### config.mk
export PLATFORM = sky130hd
export DESIGN_NAME = sobel_frame_ctrl
export DESIGN_NICKNAME = d
export VERILOG_FILES = /design/src/rtl/sobel_frame_ctrl.sv
export SDC_FILE = /design/constraint.sdc
export NUM_CORES = 1
export LEC_CHECK = 0
export CORE_ASPECT_RATIO = 0.7
export CORE_UTILIZATION = 48
export DETAILED_ROUTE_END_ITERATION = 6
export GPL_ROUTABILITY_DRIVEN = 0
export PLACE_DENSITY = 0.68
export SETUP_SLACK_MARGIN = 0.1
export SYNTH_ARGS = -nofsm -noshare
export SYNTH_HDL_FRONTEND = slang
export SYNTH_SLANG_ARGS = --single-unit
### constraint.sdc
create_clock -name clk -period 4 [get_ports clk]
set_clock_uncertainty 0.2 [all_clocks]
set_input_delay 0.4 -clock clk [delete_from_list [all_inputs] [get_ports clk]]
set_output_delay 0.4 -clock clk [all_outputs]
set_load 0.01 [all_outputs]
### src/rtl/sobel_frame_ctrl.sv
// sobel_frame_ctrl: frame sequencer for the 3x3 Sobel gradient datapath.
// Optional macro SOBEL_THRESH_EN adds a thresh port that turns out_data into a binary edge map.
module sobel_frame_ctrl #(
  parameter int H_BITS = 11,
  parameter int V_BITS = 11,
  parameter int D_W    = 11,
  parameter int LAT    = 5
) (
  input  logic              clk,
  input  logic              rst_n,
  input  logic              frame_start,
  input  logic [H_BITS-1:0] cfg_width,
  input  logic [V_BITS-1:0] cfg_height,
  input  logic              pix_valid,
`ifdef SOBEL_THRESH_EN
  input  logic [D_W-1:0]    thresh,
`endif
  output logic              sobel_en,
  input  logic [D_W-1:0]    sobel_data,
  output logic              out_valid,
  output logic [D_W-1:0]    out_data,
  output logic [H_BITS-1:0] out_x,
  output logic [V_BITS-1:0] out_y,
  output logic              busy,
  output logic              frame_done,
  output logic              cfg_err
);
  localparam int TW = 1 + H_BITS + V_BITS;
  typedef enum logic [1:0] {IDLE, RUN, DRAIN, DONE} state_t;
  state_t state_q, state_d;
  logic [H_BITS-1:0] col_q, col_d, w_q, w_d, tx_q, tx_d, ox_q, ox_d;
  logic [V_BITS-1:0] row_q, row_d, h_q, h_d, ty_q, ty_d, oy_q, oy_d;
  logic [D_W-1:0] od_q, od_d, res;
  logic en_q, en_d, ov_q, ov_d, err_q, err_d;
  logic [TW-1:0] dl_q [LAT];
  logic [TW-1:0] dl_d [LAT];
  logic [TW-1:0] tap;
  logic cfg_ok, accept, inflight;
  assign tap    = dl_q[LAT-1];
  assign cfg_ok = (cfg_width >= H_BITS'(3)) && (cfg_height >= V_BITS'(3));
  assign accept = (state_q == RUN) && pix_valid && !frame_start;
`ifdef SOBEL_THRESH_EN
  logic [D_W-1:0] thr_q, thr_d;
  assign thr_d = frame_start ? thresh : thr_q;
  assign res   = (sobel_data >= thr_q) ? '1 : '0;
  always_ff @(posedge clk or negedge rst_n)
    if (!rst_n) thr_q <= '0;
    else        thr_q <= thr_d;
`else
  assign res = sobel_data;
`endif
  // the enable register counts as in flight: its token has not yet entered the delay line
  always_comb begin
    inflight = en_q | ov_q;
    for (int i = 0; i < LAT; i++) inflight = inflight | dl_q[i][TW-1];
  end
  always_comb begin
    state_d = state_q;
    col_d   = col_q;
    row_d   = row_q;
    w_d     = w_q;
    h_d     = h_q;
    err_d   = err_q;
    en_d    = 1'b0;
    tx_d    = tx_q;
    ty_d    = ty_q;
    dl_d[0] = {en_q, tx_q, ty_q};
    for (int i = 1; i < LAT; i++) dl_d[i] = dl_q[i-1];
    ov_d = tap[TW-1];
    ox_d = tap[TW-1] ? tap[TW-2 -: H_BITS] : ox_q;
    oy_d = tap[TW-1] ? tap[V_BITS-1:0] : oy_q;
    od_d = tap[TW-1] ? res : od_q;
    if (accept) begin
      en_d  = (col_q >= H_BITS'(2)) && (row_q >= V_BITS'(2));
      tx_d  = col_q - H_BITS'(1);
      ty_d  = row_q - V_BITS'(1);
      col_d = (col_q == w_q - H_BITS'(1)) ? '0 : col_q + H_BITS'(1);
      if (col_q == w_q - H_BITS'(1)) begin
        row_d = row_q + V_BITS'(1);
        if (row_q == h_q - V_BITS'(1)) state_d = DRAIN;
      end
    end
    if (state_q == DRAIN && !inflight) state_d = DONE;
    if (state_q == DONE) state_d = IDLE;
    // a new frame flushes every token of the old one before it can reach the output
    if (frame_start) begin
      state_d = cfg_ok ? RUN : DONE;
      col_d   = '0;
      row_d   = '0;
      w_d     = cfg_width;
      h_d     = cfg_height;
      err_d   = !cfg_ok;
      ov_d    = 1'b0;
      for (int i = 0; i < LAT; i++) dl_d[i][TW-1] = 1'b0;
    end
  end
  always_ff @(posedge clk or negedge rst_n) begin
    if (!rst_n) begin
      state_q <= IDLE;
      col_q   <= '0;
      row_q   <= '0;
      w_q     <= '0;
      h_q     <= '0;
      err_q   <= 1'b0;
      en_q    <= 1'b0;
      tx_q    <= '0;
      ty_q    <= '0;
      dl_q    <= '{default: '0};
      ov_q    <= 1'b0;
      ox_q    <= '0;
      oy_q    <= '0;
      od_q    <= '0;
    end else begin
      state_q <= state_d;
      col_q   <= col_d;
      row_q   <= row_d;
      w_q     <= w_d;
      h_q     <= h_d;
      err_q   <= err_d;
      en_q    <= en_d;
      tx_q    <= tx_d;
      ty_q    <= ty_d;
      dl_q    <= dl_d;
      ov_q    <= ov_d;
      ox_q    <= ox_d;
      oy_q    <= oy_d;
      od_q    <= od_d;
    end
  end
  assign sobel_en   = en_q;
  assign out_valid  = ov_q;
  assign out_data   = od_q;
  assign out_x      = ox_q;
  assign out_y      = oy_q;
  assign busy       = (state_q == RUN) || (state_q == DRAIN);
  assign frame_done = (state_q == DONE);
  assign cfg_err    = err_q;
endmodule

Word level (Yosys, flattened, before mapping)
Cells that the tools add are included.
Operators by class
  $add $sub $neg: 6
  multiply operators: 0
  div/mod/pow operators: 0
  $lt $le $gt $ge: 4
  equal/unequal tests: 5
  shift operators: 0
  muxes and demuxes: 20
  bitwise gates (word level): 6
  reductions and logical operators: 16
Operator list (number)
  2-to-1 mux 11 bit: 6
  >= comparator 11 x 2 -> 1 bit (second input constant): 4
  subtractor 11 x 1 -> 11 bit (second input constant): 4
  adder 11 x 1 -> 11 bit (second input constant): 2
  == test 11 bit: 2
  2-to-1 mux 2 bit: 7
  nonzero test 4 bit: 3
  2-to-1 mux 1 bit: 7
  OR 1 bit: 6
  logical AND 1 bit: 5
  == test 2 bit (second input constant): 2
  nonzero test 2 bit: 2
  zero test 1 bit: 3
  AND reduction 3 bit: 1
  == test 2 x 1 -> 1 bit (second input constant): 1
  AND reduction 2 bit: 1
  logical OR 1 bit: 1
Storage, ports and cells
  register bits: 219
  latch bits: 0
  bits in writable memories: 0
  bits in read-only memories: 0
  output and inout bits: 38
  word-level logic and storage cells: 75
  memories: 0

Depth between registers and ports, before layout
Gate-level depths: netlist of run 1.
  depth after elaboration: 11
  depth in mapped cells: 12
  depth with buffers taken out: 8

Worst setup path before layout of run 1
Ideal clock, no wire load.
  kind: register to register
  from: reg w_q[0]
  to: reg row_q[9]
  library setup time: 0.128 ns
  arrival time: 2.499 ns
  required time: 3.672 ns
  path slack: 1.173 ns
  stages on the path, launching flop included: 12
  period minus slack after synthesis: 2.827 ns
  path through: dfrtp_1 > clkbuf_1 > inv_1 > ha_1 > buf_2 > nor2b_1 > or3_1 > a311oi_1 > o211ai_1 > buf_6 > nor4_4 > mux2_1
On the way
  cells in the longest elaborated chain, start to end: 4
RTL lines
  from (decl): RTL line 31  | logic [H_BITS-1:0] col_q, col_d, w_q, w_d, tx_q, tx_d, ox_q, ox_d;
  from (signal assigned): RTL line 117  | w_q <= w_d;
  subtractor 11 x 1 -> 11 bit: RTL line 78  | if (col_q == w_q - H_BITS'(1)) begin
  == test 11 bit: RTL line 78
  nonzero test 2 bit (no line)
  AND reduction 2 bit (no line)
  to (signal assigned): RTL line 116  | row_q <= row_d;
  to (decl): RTL line 32  | logic [V_BITS-1:0] row_q, row_d, h_q, h_d, ty_q, ty_d, oy_q, oy_d;
Every way passes these cells.
A chain may end at the register's enable or synchronous reset.

Final worst setup path of run 1
  from: reg w_q[0]
  to: reg row_q[8]
The elaborated chain is that of the path after synthesis.

==> impl_metrics.yaml, run 1 <==
place:
  dp_hpwl_um: 10840
  portBuffers: 74
  dpl_worst_slack_ps: 893.6
  dpl_cell_area_um2: 9637
floorplanning:
  pin_count: 75
  coreArea_um2: 17470
  die_x_um: 163.1
  rows: 40
  start_util_pct: 49.92
  fp.dieH_um: 114.8
  dieArea_um2: 18720
yosys:
  synth_cells: 685
  syn_avg_cell_area_um2: 12.73
  ys.flop_type: "dfrtp_1"
  async_reset_ff_share_pct: 100.0
  synth_edf_count: 0
  ys_ff_latch: 219
  ys_warn_count: 0
  synth_top_area_cell: "dfrtp_1"
  syn_area_um2: 8720
  synth_area_leaders: "dfrtp_1 63%, mux2_2 6.6%, xnor2_1 2.9%"
  synth_cell_types: 69
  synth_top_area_share_pct: 62.85
  synth_fp_nets: 733
  yosysSeqAreaShare_pct: 62.85
power_and_ir_drop:
  irDropWorstVdd_v: 0.0002872
  leakage_nw: 4.572
  cellPowerDensity_nw_per_um2: 488.9
sta:
  post-route-period-util_pct: 79.32
  report.final.hold_viol_count: 0
  slew_violations: 0
  rsz0062_at_grt: "no"
  tightest_slew_ps: 1046
  setup_viol: 0
  fin_crit_ps: 3173
  maxSlewHeadroom_pct: 29.63
  finalSetupTns_ps: 0
  setup_slack_ps: 827.2
  fmax_ghz: 0.3152
  finalHoldWorstSlack_ps: 143.3
route:
  wirelength_um: 16820
  wl_per_cell_um: 16.94
  ant_nets: 0
  viasPerCell: 5.496
  drtIter0Drc: 322
  drt_pass1_iterations: 5
  vias: 5458
  drcViolationCount: 0
clock_tree:
  clk_latency_ps: 500
  cts.reportedPaths.clkPinSlew_ps: 70
  cts_buffers: 21
  ctsHtreeMaxLevel: 1
  cts_tree: "built"
  root_buffer: "clkbuf_16"
  cts_resized: 0
  clk_path_buf_depth: 3
  cts_sinks: 219
global_route:
  grt_pass1_wl_um: 27910
  overflow: 0
  track_usage_pct: 18.82
  grt_pass1_vias: 5548
  antenna_found_initial: 0
  grt_max_degree: 96
critical_path:
  path_cells: "inv_1, ha_1, xnor3_1, a32o_1, a211oi_1, a21o_1, buf_4, and4bb_2, mux2_2"
  crit_family: "compound AO/OA/AOI/OAI gates"
  crit_path_end_kind: "flip-flop"
  r2r_slack_ps: 830
  path_buf_inv: 2
  r2r_end: "row_q[8]$_DFFE_PN0P_"
  cp_num_cells: 9
  max_stage_delay_ps: 450
  worstPathRequired_ps: 4180
  startpoint: "w_q[0]$_DFFE_PN0P_"
  crit_arrival_ps: 3350
  cpMaxStageDelayCell: "dfrtp_1"
  reg2regPathDepth: 9
  worstPathMaxFanout: 16
  start_kind: "flip-flop"
  critical_path.endpoint: "row_q[8]$_DFFE_PN0P_"
  timing.rr.start: "w_q[0]$_DFFE_PN0P_"
  crit_type: "flip-flop to flip-flop"
layout:
  layout.nets: 796
  area_growth_pct: 19.79
  diodes: 0
  finish.instance_area_um2: 10450
  drive_gt1_share_pct: 16.01
worst_hold_path:
  min_path_type: "flip-flop to flip-flop"
  min_from: "dl_d[59]$_DFF_PN0_"
run_status:
  outcome: "completed"
run:
  cap_violations: 0
## stage by stage
step                      total power, mW  utilization (%)  instances
after floorplan                     2.726                -        685
after global placement              2.851            55.17        955
after detailed placement            2.882            55.17        955
after CTS                           5.186            59.80        993
after global routing                5.328            59.80        993
final                               5.107            59.80        993
## power by group
| part | total [mW] | leakage [nW] | internal [mW] | switching [mW] |
|---|---|---|---|---|
| registers | 2.54 | 2.69 | 2.43 | 0.100 |
| clock network | 2.27 | 0.380 | 1.44 | 0.827 |
| logic | 0.306 | 1.50 | 0.134 | 0.172 |
## cell families after synthesis
kind of cell	synth area share [%]
DFF	62.85
buffers and inverters	3.142
xor gates and xnor gates	4.075
and+or+nand+nor	12.86
muxes	6.959
AOI/OAI and AO/OA	8.538
adders and majority gates	1.578
## sequential cells by signal, indices dropped and copies added, names as in the netlist
name	count
h_q	11
out_x	11
w_q	11
tx_q	11
cfg_err	1
dl_q	4
out_valid	1
tap	23
col_q	11
sobel_en	1
dl_d	88
out_data	11
out_y	11
ty_q	11
state_q	2
row_q	11
## synth_stat cells (3+ instances only)
cell and n:
dfrtp_1 219, nand2_1 57, mux2_2 51, clkbuf_1 32
xnor2_1 29, o21ai_0 28, nor2_1 22, nor3_1 19
inv_1 16, nand3_1 15, nor2b_1 13, nor4_1 12
ha_1 11, and3_1 10, o211ai_1 10, xor2_1 9
nand4_1 8, nor3b_1 6, o21a_1 6, or2_2 6
a21o_1 5, a21oi_1 5, buf_1 5, buf_2 5
or4_1 5, a211oi_1 4, a311oi_1 4, and2_1 4
buf_6 4, o31a_1 4, a31oi_1 3, nor4_2 3
o2111ai_1 3, o311ai_1 3, o311ai_2 3, o41ai_2 3
## what timing repair did
| action | 4_1_cts | 5_1_grt |
|---|---|---|
| hold buffers | 1 | 0 |
| hold endpoints to repair | 92 | 0 |
| setup buffers | 0 | 0 |
## how the worst min path moves through the flow
stage	endpoint	slack (ps)	cells past startpoint
2_1_floorplan	cfg_err$_DFFE_PN0P_	-100	0
3_3_place_gp	dl_d[60]$_DFF_PN0_	130	0
3_5_place_dp	dl_d[17]$_DFF_PN0_	130	0
4_1_cts	dl_d[54]$_DFF_PN0_	140	0
5_1_grt	tap[17]$_DFF_PN0_	150	0
6_report	dl_d[36]$_DFF_PN0_	140	0
## cell usage in the layout (no fill, tap or decap), types with 6 or more instances in the layout
master	Yosys	routed
clkbuf_16	0	21
xor2_1	9	9
nand2_1	57	57
bufinv_16	0	7
o211ai_1	10	10
nand4_1	8	8
nor2_1	22	22
nor3_1	19	19
dfrtp_1	219	219
inv_1	16	16
o21a_1	6	6
clkdlybuf4s50_1	0	72
buf_4	0	11
nor3b_1	6	6
mux2_2	51	51
nor2b_1	13	13
ha_1	11	11
or2_2	6	6
xnor2_1	29	29
nand3_1	15	15
nor4_1	12	12
and3_1	10	10
o21ai_0	28	28
## cell type report
class | count | area [µm²]
Tap cell | 231 | 289.0
Timing Repair Buffer | 87 | 852.1
Sequential cell | 219 | 5480
Fill cell | 1353 | 7022
Multi-Input combinational cell | 403 | 2965
Clock inverter | 13 | 251.5
Inverter | 16 | 60.06
Clock buffer | 24 | 546.8
## layer usage
layer	wire length, µm	track usage, %	vias to the layer above	share of wire (%)
met3	1080	3.896	24	6.4
met1	7800	26.69	2717	46
met4	263	4.798	0	1.6
met2	7675	29.87	179	46
li1	-	-	2538	-
met5	0	0	-	0
## worst register-to-register path: stages, from the launching register on
cell and delay (ps):
dfrtp_1 450, inv_1 110, ha_1 340, xnor3_1 380, a32o_1 210, a211oi_1 300, a21o_1 250, buf_4 290
and4bb_2 260, mux2_2 260
No activity file was read; power rests on OpenSTA's default activity.
==> run 2: changes to the inputs <==
--- a/config.mk
+++ b/config.mk
@@ -9,7 +9,7 @@
 export CORE_UTILIZATION = 48
 export DETAILED_ROUTE_END_ITERATION = 6
 export GPL_ROUTABILITY_DRIVEN = 0
-export PLACE_DENSITY = 0.68
+export PLACE_DENSITY = 0.71
 export SETUP_SLACK_MARGIN = 0.1
 export SYNTH_ARGS = -nofsm -noshare
 export SYNTH_HDL_FRONTEND = slang
==> constraint.sdc (replaced) <==
create_clock -name clk -period 2.65 [get_ports clk]
set_clock_uncertainty 0.2 [all_clocks]
set_input_delay 0.265 -clock clk [delete_from_list [all_inputs] [get_ports clk]]
set_output_delay 0.265 -clock clk [all_outputs]
set_load 0.01 [all_outputs]
==> impl_metrics.yaml, run 2 (same netlist as run 1, synthesis figures left out) <==
run_status:
  outcome: "complete, but fails checks"
  violations: "setup timing"
global_route:
  grt_pass1_wl_um: 29720
  grt_pass1_vias: 5844
  grt_max_degree: 84
  track_usage_pct: 20.10
  overflow: 0
  antenna_found_initial: 0
sta:
  slew_violations: 0
  rsz0062_at_grt: "yes"
  fin_crit_ps: 2753
  maxSlewHeadroom_pct: 54.65
  report.final.hold_viol_count: 0
  finalSetupTns_ps: -481.8
  setup_slack_ps: -102.6
  tightest_slew_ps: 680.3
  fmax_ghz: 0.3633
  post-route-period-util_pct: 103.9
  setup_viol: 12
place:
  dp_hpwl_um: 11740
  portBuffers: 74
  dpl_worst_slack_ps: -127.8
  dpl_cell_area_um2: 9998
route:
  drt_pass1_iterations: 5
  ant_nets: 0
  wl_per_cell_um: 17.30
  vias: 5772
  wirelength_um: 18110
  drcViolationCount: 0
  viasPerCell: 5.513
  drtIter0Drc: 488
layout:
  layout_commonest_cell: "dfrtp_1"
  largest_reg_flops: 88
  diodes: 0
  nFillCells: 1257
  mostFrequentLayoutCells: "218 x dfrtp_1, 72 x clkdlybuf4s50_1, 57 x nand2_1, 57 x buf_4, 50 x mux2_2"
  layout.nets: 852
  drive_gt1_share_pct: 24.88
  area_growth_pct: 26.99
  finish.instance_area_um2: 11070
  utilization_pct: 63.40
clock_tree:
  ctsHtreeMaxLevel: 1
  clk_latency_ps: 510
  cts_tree: "built"
  clk_path_buf_depth: 3
  cts.reportedPaths.clkPinSlew_ps: 60
  cts_buffers: 21
  root_buffer: "clkbuf_16"
  cts_sinks: 219
run:
  cap_violations: 0
critical_path:
  crit_path_end_kind: "flip-flop"
  timing.rr.start: "w_q[2]$_DFFE_PN0P_"
  r2r_end: "row_q[9]$_DFFE_PN0P_"
  start_kind: "flip-flop"
  crit_arrival_ps: 2940
  reg2regPathDepth: 8
  startpoint: "w_q[2]$_DFFE_PN0P_"
  worstPathMaxFanout: 15
  crit_type: "flip-flop to flip-flop"
  critical_path.endpoint: "row_q[9]$_DFFE_PN0P_"
  r2r_slack_ps: -100
  worstPathRequired_ps: 2840
power_and_ir_drop:
  netSwitchingPower_mw: 1.680
  switching_share_pct: 22.85
  power_mw: 7.354
  cellPowerDensity_nw_per_um2: 664.1
  intPower_mw: 5.673
  seq_power_share_pct: 51.9
  irDropWorstVdd_v: 0.0003798
  combPwrFrac_pct: 8.3
  leakage_nw: 4.866
  clkPwrFrac_pct: 39.8
floorplanning:
  start_util_pct: 49.92
  pin_count: 75
  coreArea_um2: 17470
  die_x_um: 163.1
  dieArea_um2: 18720
  rows: 40
  fp.dieH_um: 114.8
worst_hold_path:
  min_path_type: "input pin to flip-flop"
==> run 2: timing repair <==
| action | CTS | global route |
|---|---|---|
| buffers inserted | 13 | 4 |
| setup endpoints to repair | 22 | 24 |
| cloned | 1 | 0 |
| pin swaps | 24 | 9 |
| gates resized for setup | 34 | 11 |
| hold buffers | 1 | 0 |
| endpoints found under the hold margin | 78 | 0 |
==> run 2: area by class of cell <==
| type | instances | area, µm² | area share, % |
|---|---|---|---|
| flip-flops and latches | 219 | 5482 | 49.50 |
| clock buffers | 28 | 571.8 | 5.164 |
| clock inverters | 7 | 93.84 | 0.8475 |
| inverters | 16 | 62.56 | 0.5650 |
| multi-input cells | 403 | 3213 | 29.02 |
| repair buffers | 143 | 1361 | 12.29 |
| well taps | 231 | 289.0 | 2.610 |
==> run 2: through the flow <==
step	hold WS [ps]	std cells
floorplan	-230.6	685
global placement	121.8	993
detailed placement	130.4	993
CTS	102.3	1043
global route	134.8	1047
finish	115.6	1047
==> run 2: routing by layer <==
layer | routed length [µm] | vias up | track usage [%]
met5 | 0 | - | 0
met4 | 348 | 0 | 4.735
met3 | 1226 | 35 | 3.824
met1 | 8016 | 2876 | 28.27
li1 | - | 2649 | -
met2 | 8522 | 212 | 32.62
==> run 2: worst max-delay path: stages (launching register included) <==
cell	delay [ps]
dfrtp_1	400
buf_6	130
nor4_4	310
nand2_1	120
or4b_1	470
a21o_1	220
buf_12	160
nor4_4	290
mux2_4	320
==> run 2: power by group through the flow <==
stage	sequential, mW	clock [mW]	combinational, mW
after floorplan	3.83	0	0.298
after global placement	3.85	0	0.509
after detailed placement	3.88	0	0.536
after CTS	3.82	3.01	0.595
after global routing	3.85	3.13	0.675
final	3.82	2.92	0.613
==> run 2: worst min path at each step <==
stage | startpoint | end | slack, ps | cells past startpoint
2_1_floorplan | rst_n | cfg_err$_DFFE_PN0P_ | -230 | 0
3_3_place_gp | rst_n | out_y[6]$_DFFE_PN0P_ | 120 | 1
3_5_place_dp | rst_n | out_y[5]$_DFFE_PN0P_ | 130 | 1
4_1_cts | frame_start | row_q[6]$_DFFE_PN0P_ | 100 | 4
5_1_grt | frame_start | row_q[3]$_DFFE_PN0P_ | 130 | 4
6_report | frame_start | row_q[3]$_DFFE_PN0P_ | 120 | 4
==> run 3: changes to the inputs <==
==> constraint.sdc (replaced) <==
create_clock -name clk -period 2.41 [get_ports clk]
set_clock_uncertainty 0.2 [all_clocks]
set_input_delay 0.241 -clock clk [delete_from_list [all_inputs] [get_ports clk]]
set_output_delay 0.241 -clock clk [all_outputs]
set_load 0.01 [all_outputs]
==> impl_metrics.yaml, run 3 (same netlist as run 1, synthesis figures left out) <==
run_status:
  outcome: "complete, but fails checks"
  violations: "setup timing"
sta:
  slew_violations: 0
  maxSlewHeadroom_pct: 58.15
  fin_crit_ps: 2797
  report.final.hold_viol_count: 0
  rsz0062_at_grt: "yes"
  fmax_ghz: 0.3576
  post-route-period-util_pct: 116.0
  setup_viol: 24
  setup_slack_ps: -386.6
  tightest_slew_ps: 627.8
route:
  wirelength_um: 18450
  drt_pass1_iterations: 5
  wl_per_cell_um: 17.15
  vias: 5867
  viasPerCell: 5.453
  drtIter0Drc: 363
  drcViolationCount: 0
  ant_nets: 0
layout:
  layout_commonest_cell: "dfrtp_1"
  largest_reg_flops: 88
  mostFrequentLayoutCells: "219 x dfrtp_1, 72 x buf_4, 71 x clkdlybuf4s50_1"
  layout.nets: 879
  diodes: 0
  final_cells: 1076
  area_growth_pct: 30.19
  drive_gt1_share_pct: 26.51
  nFillCells: 1230
clock_tree:
  root_buffer: "clkbuf_16"
  cts_tree: "built"
  cts_sinks: 219
  cts.reportedPaths.clkPinSlew_ps: 60
  clk_path_buf_depth: 3
  clk_latency_ps: 510
  ctsHtreeMaxLevel: 1
  cts_buffers: 22
global_route:
  grt_pass1_wl_um: 30480
  track_usage_pct: 20.81
  grt_pass1_vias: 5933
  overflow: 0
  grt_max_degree: 73
  antenna_found_initial: 0
power_and_ir_drop:
  power_mw: 8.294
  leakage_nw: 5.050
  irDropWorstVdd_v: 0.0004972
  cellPowerDensity_nw_per_um2: 730.6
critical_path:
  start_kind: "flip-flop"
  cpMaxStageDelayCell: "or4_4"
  reg2regPathDepth: 7
  crit_path_end_kind: "flip-flop"
  worstPathMaxFanout: 6
  max_stage_delay_ps: 530
  crit_type: "flip-flop to flip-flop"
  crit_top_cell: "o211ai_1"
  crit_arrival_ps: 2990
  worstPathRequired_ps: 2600
  path_cells: "or3_4, or4_4, o211ai_1, o211ai_1, clkbuf_16, nor4_4, mux2_4"
floorplanning:
  fp.dieH_um: 114.8
  pin_count: 75
  coreArea_um2: 17470
  start_util_pct: 49.92
  rows: 40
  die_x_um: 163.1
  dieArea_um2: 18720
place:
  portBuffers: 74
  dp_hpwl_um: 11660
  post-place-cells: 1013
run:
  cap_violations: 0
worst_hold_path:
  hold_depth: 4
  min_path_type: "input pin to flip-flop"
run 3: metal layers:
| layer | track usage [%] | wire [µm] | up-vias |
|---|---|---|---|
| met4 | 7.414 | 582 | 0 |
| li1 | - | - | 2720 |
| met3 | 3.644 | 1078 | 55 |
| met5 | 0 | 0 | - |
| met1 | 28.55 | 8201 | 2895 |
| met2 | 33.73 | 8586 | 197 |
run 3: critical path, delay by kind of cell, from the launching register on:
kind                   cells  cell delay [ps]
AOI/OAI and AO/OA          2              300
and+or+nand+nor            3             1220
buffers and inverters      1              230
DFF                        1              400
muxes                      1              330
run 3: final timing paths:
path | start | end | slack, ps
max | w_q[3]$_DFFE_PN0P_ | row_q[9]$_DFFE_PN0P_ | -390
min | frame_start | row_q[6]$_DFFE_PN0P_ | 100
max reg2reg | w_q[3]$_DFFE_PN0P_ | row_q[9]$_DFFE_PN0P_ | -390
min reg2reg | dl_d[76]$_DFF_PN0_ | dl_d[53]$_DFF_PN0_ | 150
max in group asynchronous | rst_n | h_q[9]$_DFFE_PN0P_ | 1220
min in group asynchronous | rst_n | dl_d[28]$_DFF_PN0_ | 130
run 3: per-stage QoR:
stage | instance area (µm²) | worst slack, ps | utilization, % | hold WS [ps] | TNS (ps)
final | 11350 | -386.6 | 64.99 | 100.6 | -7173
after global routing | 11350 | -477.6 | 64.99 | 131.5 | -9809
after CTS | 11240 | -354.8 | 64.36 | 85.81 | -5877
after detailed placement | 10230 | -457.7 | 58.55 | 99.03 | -7030
after global placement | 10230 | -291.9 | 58.55 | 92.32 | -3909
after floorplan | 8813 | -169.7 | - | -254.6 | -1715
run 3: final cells by class:
class | count | area [µm²] | area share (%)
multi-input combinational | 403 | 3163 | 27.86
sequential | 219 | 5480 | 48.28
tap | 231 | 289.0 | 2.546
inverter | 16 | 62.56 | 0.5511
clock buffer | 31 | 614.3 | 5.412
clock inverter | 7 | 105.1 | 0.9258
timing repair buffer | 169 | 1638 | 14.43
run 3: report_power, final:
part	internal (mW)	total (mW)	switching, mW
Clock	2.00	3.37	1.37
Combinational	0.360	0.728	0.368
Sequential	4.04	4.20	0.151
Total	6.40	8.29	1.89
run 3: repair_timing:
action                                  CTS  global route
pin swaps                                28            25
hold endpoints to repair                133             0
gates resized for setup                  31            12
buffers inserted                         15            11
hold buffers                              1             0
gates cloned                              1             1
endpoints found under the setup margin   25            24
